==> src/rtl/branch_flush_ctrl_pkg.sv <==
// Shared types and constants for the branch redirect / front-end flush controller.
package branch_ctrl_pkg;

    typedef enum logic {
        IDLE  = 1'b0,
        FLUSH = 1'b1
    } state_t;

    localparam int unsigned PC_W_DEF = 8;
    localparam int unsigned CNT_W    = 4;

endpackage

==> src/rtl/branch_flush_ctrl_if.sv <==
// Branch-unit to fetch/pipeline-control bundle; master drives branch outcomes, slave is the controller.
interface branch_flush_ctrl_if
    import branch_ctrl_pkg::*;
#(
    parameter int unsigned PC_W = PC_W_DEF
);
    logic            stall;
    logic            valid1;
    logic            valid2;
    logic            is_br1;
    logic            is_br2;
    logic            taken1;
    logic            taken2;
    logic [PC_W-1:0] target1;
    logic [PC_W-1:0] target2;
    logic            redirect;
    logic [PC_W-1:0] redirect_pc;
    logic            squash2;
    logic            flush;
    logic            fetch_hold;
    logic            busy;
    logic [7:0]      br_cnt1;
    logic [7:0]      br_cnt2;

    modport master (
        output stall, valid1, valid2, is_br1, is_br2, taken1, taken2, target1, target2,
        input  redirect, redirect_pc, squash2, flush, fetch_hold, busy, br_cnt1, br_cnt2
    );

    modport slave (
        input  stall, valid1, valid2, is_br1, is_br2, taken1, taken2, target1, target2,
        output redirect, redirect_pc, squash2, flush, fetch_hold, busy, br_cnt1, br_cnt2
    );
endinterface

==> src/rtl/branch_flush_ctrl_sat_counter8.sv <==
// 8-bit saturating event counter with synchronous active-high reset.
module sat_counter8 (
    input  logic       clk,
    input  logic       rst,
    input  logic       i_inc,
    output logic [7:0] o_cnt
);
    logic [7:0] r_cnt;

    always_ff @(posedge clk) begin
        if (rst) begin
            r_cnt <= '0;
        end else if (i_inc && (r_cnt != 8'hFF)) begin
            r_cnt <= r_cnt + 8'd1;
        end
    end

    assign o_cnt = r_cnt;
endmodule

==> src/rtl/branch_flush_ctrl.sv <==
// Picks the winning lane redirect, squashes lane 2 behind a lane-1 branch, holds fetch/flush afterwards.
// Optional taken-branch statistics enabled by defining BRANCH_STATS_EN.
module branch_flush_ctrl
    import branch_ctrl_pkg::*;
#(
    parameter int unsigned PC_W         = PC_W_DEF,
    parameter int unsigned FLUSH_CYCLES = 2
) (
    input  logic               clk,
    input  logic               rst,
    branch_flush_ctrl_if.slave bus
);
    localparam logic [CNT_W-1:0] FLUSH_LOAD = CNT_W'(FLUSH_CYCLES - 1);

    state_t          r_state;
    logic [CNT_W-1:0] r_cnt;
    logic            r_redirect;
    logic [PC_W-1:0] r_redirect_pc;
    logic            r_squash2;
    logic            r_flush;
    logic            r_fetch_hold;
    logic            r_busy;

    state_t          w_state_nx;
    logic [CNT_W-1:0] w_cnt_nx;
    logic            w_redirect_nx;
    logic [PC_W-1:0] w_pc_nx;
    logic            w_squash2_nx;
    logic            w_flush_nx;
    logic            w_take1;
    logic            w_take2;

    assign w_take1 = bus.valid1 & bus.is_br1 & bus.taken1;
    assign w_take2 = bus.valid2 & bus.is_br2 & bus.taken2;

    always_ff @(posedge clk) begin
        if (rst) begin
            r_state       <= IDLE;
            r_cnt         <= '0;
            r_redirect    <= 1'b0;
            r_redirect_pc <= '0;
            r_squash2     <= 1'b0;
            r_flush       <= 1'b0;
            r_fetch_hold  <= 1'b0;
            r_busy        <= 1'b0;
        end else begin
            r_state       <= w_state_nx;
            r_cnt         <= w_cnt_nx;
            r_redirect    <= w_redirect_nx;
            r_redirect_pc <= w_pc_nx;
            r_squash2     <= w_squash2_nx;
            r_flush       <= w_flush_nx;
            r_fetch_hold  <= w_flush_nx;
            r_busy        <= (w_state_nx == FLUSH);
        end
    end

    // Lane 1 is older, so it wins a tie and its branch kills whatever lane 2 produced.
    always_comb begin
        w_state_nx    = r_state;
        w_cnt_nx      = r_cnt;
        w_redirect_nx = 1'b0;
        w_pc_nx       = r_redirect_pc;
        w_squash2_nx  = 1'b0;
        w_flush_nx    = 1'b0;
        case (r_state)
            IDLE: begin
                if (!bus.stall && (w_take1 || w_take2)) begin
                    w_redirect_nx = 1'b1;
                    w_squash2_nx  = w_take1;
                    w_pc_nx       = w_take1 ? bus.target1 : bus.target2;
                    w_cnt_nx      = FLUSH_LOAD;
                    w_flush_nx    = 1'b1;
                    w_state_nx    = FLUSH;
                end
            end
            FLUSH: begin
                if (r_cnt == '0) begin
                    w_state_nx = IDLE;
                end else begin
                    w_cnt_nx   = r_cnt - 1'b1;
                    w_flush_nx = 1'b1;
                end
            end
            default: w_state_nx = IDLE;
        endcase
    end

    assign bus.redirect    = r_redirect;
    assign bus.redirect_pc = r_redirect_pc;
    assign bus.squash2     = r_squash2;
    assign bus.flush       = r_flush;
    assign bus.fetch_hold  = r_fetch_hold;
    assign bus.busy        = r_busy;

`ifdef BRANCH_STATS_EN
    logic w_acc1;
    logic w_acc2;

    assign w_acc1 = (r_state == IDLE) & ~bus.stall & w_take1;
    assign w_acc2 = (r_state == IDLE) & ~bus.stall & ~w_take1 & w_take2;

    sat_counter8 u_br_cnt1 (
        .clk   (clk),
        .rst   (rst),
        .i_inc (w_acc1),
        .o_cnt (bus.br_cnt1)
    );

    sat_counter8 u_br_cnt2 (
        .clk   (clk),
        .rst   (rst),
        .i_inc (w_acc2),
        .o_cnt (bus.br_cnt2)
    );
`else
    assign bus.br_cnt1 = '0;
    assign bus.br_cnt2 = '0;
`endif

endmodule
==> src/flat_wrapper.sv <==
// flat-port wrapper written by rule: the top's interface ports become plain ports
module branch_flush_ctrl_flat import branch_ctrl_pkg::*;
#(
    parameter int unsigned PC_W         = PC_W_DEF,
    parameter int unsigned FLUSH_CYCLES = 2
)
  (clk, rst, bus_stall, bus_valid1, bus_valid2, bus_is_br1, bus_is_br2, bus_taken1, bus_taken2, bus_target1, bus_target2, bus_redirect, bus_redirect_pc, bus_squash2, bus_flush, bus_fetch_hold, bus_busy, bus_br_cnt1, bus_br_cnt2);
  branch_flush_ctrl_if #(.PC_W(PC_W)) bus_i ();
  input  logic clk;
  input  logic rst;
  input wire logic [$bits(bus_i.stall)-1:0] bus_stall;
  input wire logic [$bits(bus_i.valid1)-1:0] bus_valid1;
  input wire logic [$bits(bus_i.valid2)-1:0] bus_valid2;
  input wire logic [$bits(bus_i.is_br1)-1:0] bus_is_br1;
  input wire logic [$bits(bus_i.is_br2)-1:0] bus_is_br2;
  input wire logic [$bits(bus_i.taken1)-1:0] bus_taken1;
  input wire logic [$bits(bus_i.taken2)-1:0] bus_taken2;
  input wire logic [$bits(bus_i.target1)-1:0] bus_target1;
  input wire logic [$bits(bus_i.target2)-1:0] bus_target2;
  output wire logic [$bits(bus_i.redirect)-1:0] bus_redirect;
  output wire logic [$bits(bus_i.redirect_pc)-1:0] bus_redirect_pc;
  output wire logic [$bits(bus_i.squash2)-1:0] bus_squash2;
  output wire logic [$bits(bus_i.flush)-1:0] bus_flush;
  output wire logic [$bits(bus_i.fetch_hold)-1:0] bus_fetch_hold;
  output wire logic [$bits(bus_i.busy)-1:0] bus_busy;
  output wire logic [$bits(bus_i.br_cnt1)-1:0] bus_br_cnt1;
  output wire logic [$bits(bus_i.br_cnt2)-1:0] bus_br_cnt2;
  assign bus_i.stall = bus_stall;
  assign bus_i.valid1 = bus_valid1;
  assign bus_i.valid2 = bus_valid2;
  assign bus_i.is_br1 = bus_is_br1;
  assign bus_i.is_br2 = bus_is_br2;
  assign bus_i.taken1 = bus_taken1;
  assign bus_i.taken2 = bus_taken2;
  assign bus_i.target1 = bus_target1;
  assign bus_i.target2 = bus_target2;
  assign bus_redirect = bus_i.redirect;
  assign bus_redirect_pc = bus_i.redirect_pc;
  assign bus_squash2 = bus_i.squash2;
  assign bus_flush = bus_i.flush;
  assign bus_fetch_hold = bus_i.fetch_hold;
  assign bus_busy = bus_i.busy;
  assign bus_br_cnt1 = bus_i.br_cnt1;
  assign bus_br_cnt2 = bus_i.br_cnt2;
  branch_flush_ctrl #(.PC_W(PC_W), .FLUSH_CYCLES(FLUSH_CYCLES)) u_core (.clk(clk), .rst(rst), .bus(bus_i));
endmodule
==> config.mk <==
export PLATFORM = sky130hd
export DESIGN_NAME = branch_flush_ctrl_flat
export DESIGN_NICKNAME = d
export VERILOG_FILES = /design/src/rtl/branch_flush_ctrl_pkg.sv /design/src/rtl/branch_flush_ctrl_if.sv /design/src/rtl/branch_flush_ctrl_sat_counter8.sv /design/src/rtl/branch_flush_ctrl.sv /design/src/flat_wrapper.sv
export SDC_FILE = /design/constraint.sdc
export NUM_CORES = 1
export LEC_CHECK = 0
export CAP_MARGIN = 40
export CORE_MARGIN = 3
export CORE_UTILIZATION = 41
export DETAILED_ROUTE_END_ITERATION = 10
export GPL_TIMING_DRIVEN = 0
export PLACE_DENSITY = 0.84
export SLEW_MARGIN = 40
export SYNTH_ARGS = -nofsm -noshare
export SYNTH_HDL_FRONTEND = slang
export SYNTH_SLANG_ARGS = --single-unit
==> constraint.sdc <==
create_clock -name clk -period 4.3 [get_ports clk]
set_clock_uncertainty 0.15 [all_clocks]
set_input_delay 0.86 -clock clk [delete_from_list [all_inputs] [get_ports clk]]
set_output_delay 0.86 -clock clk [all_outputs]
set_load 0.02 [all_outputs]
==> metrics.cfg <==
[route]
vias=904
dr.pass1.iters=4
drc=0
routed_wl_um=2366
postRouteAntennaNets=0
via_per_inst=4.733
wl_per_cell_um=12.39
drt_iter0_drc=14

[clocking]
clock_sinks=15
cts_root_buf=clkbuf_4
cts_buffers=3
clk_pin_slew_ps=100
postCtsSetupBuffers=0
h-tree-depth=1
hold_buffers=0
cts_resized=0
cts_tree=built
cts_buffer_depth=2
clk_latency_ps=290

[placed_design]
hpwl_um=1848
gp_congestion=0.6610
port_buffers=36

[run]
cap_viol_max_count=0

[synth]
synth_warnings=0
synth_common_cells=19 x buf_4, 15 x dfxtp_1, 11 x nand3_1
synth_top_area_cell=dfxtp_1
synth.most_common_cell=buf_4
ys_ff_latch=15
async_reset_ff_frac=0
synth-edff-count=0
synth-seq-area-share=0.3015
syn_inst=108
synth_top_area_share=0.3015
synth.avg_cell_area_um2=9.222
syn_area_um2=996.0
ys_types=31
synth_ff_type=dfxtp_1
synth_area_leaders=dfxtp_1 30%, buf_4 14%, o211ai_2 10%

[floorplan]
num_io_pins=54
core_um2=2255
dieArea_um2=3056
start_util=0.4417
die_y_um=55.29
die_w_um=55.29
rows=17

[hold_path]
hold_start=u_core.r_cnt[1]$_SDFFE_PP0P_
holdPathEnd=u_core.r_cnt[1]$_SDFFE_PP0P_
hold_class=flip-flop to flip-flop
hold_depth=2

[power_and_ir_drop]
p_leak_nw=0.6776
peakVddDrop_mv=0.1378
power_per_cell_area_nw_per_um2=232.1
p_total_mw=0.3423

[critical_path]
critPathArrivalTime_ps=1560
start_kind=flip-flop
cp-startpoint=u_core.bus.fetch_hold$_SDFF_PP0_
cp_max_fo=11
rrSetupSlack_ps=2600
crit_path_end_kind=output port
crit_type=flip-flop to output port
ff2ff_path_depth=5
r2r-end=u_core.r_cnt[0]$_SDFFE_PP0P_
r2r-start=u_core.r_cnt[1]$_SDFFE_PP0P_
critPathRequiredTime_ps=3290

[timing]
setup_tns_ps=0
rsz0062_at_grt=no
hold_violations=0
setup_violations=0
slew_viol_final=0
period_share=0.5977
fmax_ghz=0.3891
min_period_ps=2570

[layout]
post-route-util=0.6543
diodes=0
syn_to_final_growth_pct=48.12
fin_nets=190
drive_gt1_frac=0.2577
num-fill-cells=200

[global_routing]
grt_util_all_layers=0.1562
antenna_found_initial=0
grt_max_degree=12
grt_pass1_wl_um=3953
grt_pass1_vias=919
overflow=0

[run_status]
status=completed

cell families (layout without fill, tap and decap cells):
kind of cell / after synthesis / after routing / synth area share
flip-flops: 15 / 15 / 0.3015
multiplexers: 8 / 8 / 0.08041
buffers and inverters: 27 / 67 / 0.1847
AO/OA/AOI/OAI: 16 / 16 / 0.1922
adder cells (fa/ha/maj): 1 / 1 / 0.01256
AND/OR/NAND/NOR: 40 / 40 / 0.2249
other: 1 / 16 / 0.003765
worst max-delay path: stages (launching register included):
cell and delay [ps]:
dfxtp_1 520, buf_4 170, clkdlybuf4s50_1 590
metal layers:
layer	vias up	GRT usage	wire (um)
met5	-	0	0
met4	0	0.05903	46
met3	6	0.04439	192
met2	39	0.2905	1183
met1	406	0.1633	943
li1	453	-	-
power breakdown:
| part | switching [mW] | internal (mW) | leakage (nW) |
|---|---|---|---|
| registers | 0.00434 | 0.146 | 0.122 |
| clock network | 0.0502 | 0.0346 | 0.0177 |
| logic | 0.0505 | 0.0568 | 0.538 |
| total | 0.105 | 0.237 | 0.678 |
how the worst max path moves through the flow:
stage / slack, ps / cells after the start / to
global placement: 1840 / 5 / u_core.bus.redirect_pc[3]$_SDFFE_PP0P_
CTS: 1730 / 2 / bus_flush
global route: 1660 / 2 / bus_fetch_hold
finish: 1730 / 2 / bus_flush
floorplan: 2420 / 5 / u_core.bus.redirect_pc[6]$_SDFFE_PP0P_
detailed placement: 1820 / 5 / u_core.bus.redirect_pc[7]$_SDFFE_PP0P_
registers in the layout, summed over array words and instances (netlist names):
name / flops
u_core.bus.fetch_hold: 1
u_core.bus.redirect: 1
u_core.bus.redirect_pc: 8
u_core.bus.squash2: 1
u_core.r_cnt: 4
area by class of cell:
cell class	instances	area [um2]	area share
clock inverters	1	5.005	0.003393
plain buffers	24	172.7	0.1170
clock buffers	3	22.52	0.01527
inverters	3	11.26	0.007634
flip-flops and latches	15	300.3	0.2036
repair buffers	36	360.3	0.2443
well taps	28	35.03	0.02375
multi-input cells	81	568.0	0.3851
stage by stage:
step / setup WS, ps / hold WS, ps / area, um2 / instances
6_report: 1730 / 380.2 / 1475 / 191
5_1_grt: 1661 / 409.6 / 1475 / 191
4_1_cts: 1731 / 379.3 / 1475 / 191
3_5_place_dp: 1818 / 364.3 / 1448 / 187
3_3_place_gp: 1842 / 333.2 / 1448 / 187
2_1_floorplan: 2422 / 325.6 / 1052 / 123
cell usage in the layout (no fill, tap or decap), types with 2 or more instances in the layout:
cell | Yosys | final
clkdlybuf4s50_1 | 0 | 36
buf_4 | 19 | 19
conb_1 | 1 | 16
dfxtp_1 | 15 | 15
nand3_1 | 11 | 11
nand2_1 | 9 | 9
mux2i_1 | 8 | 8
nor2b_1 | 8 | 8
o211ai_2 | 8 | 8
inv_1 | 3 | 3
buf_2 | 3 | 3
clkbuf_4 | 0 | 3
nor2_1 | 2 | 2
nor3_1 | 2 | 2
(Power assumes the default switching activity.)
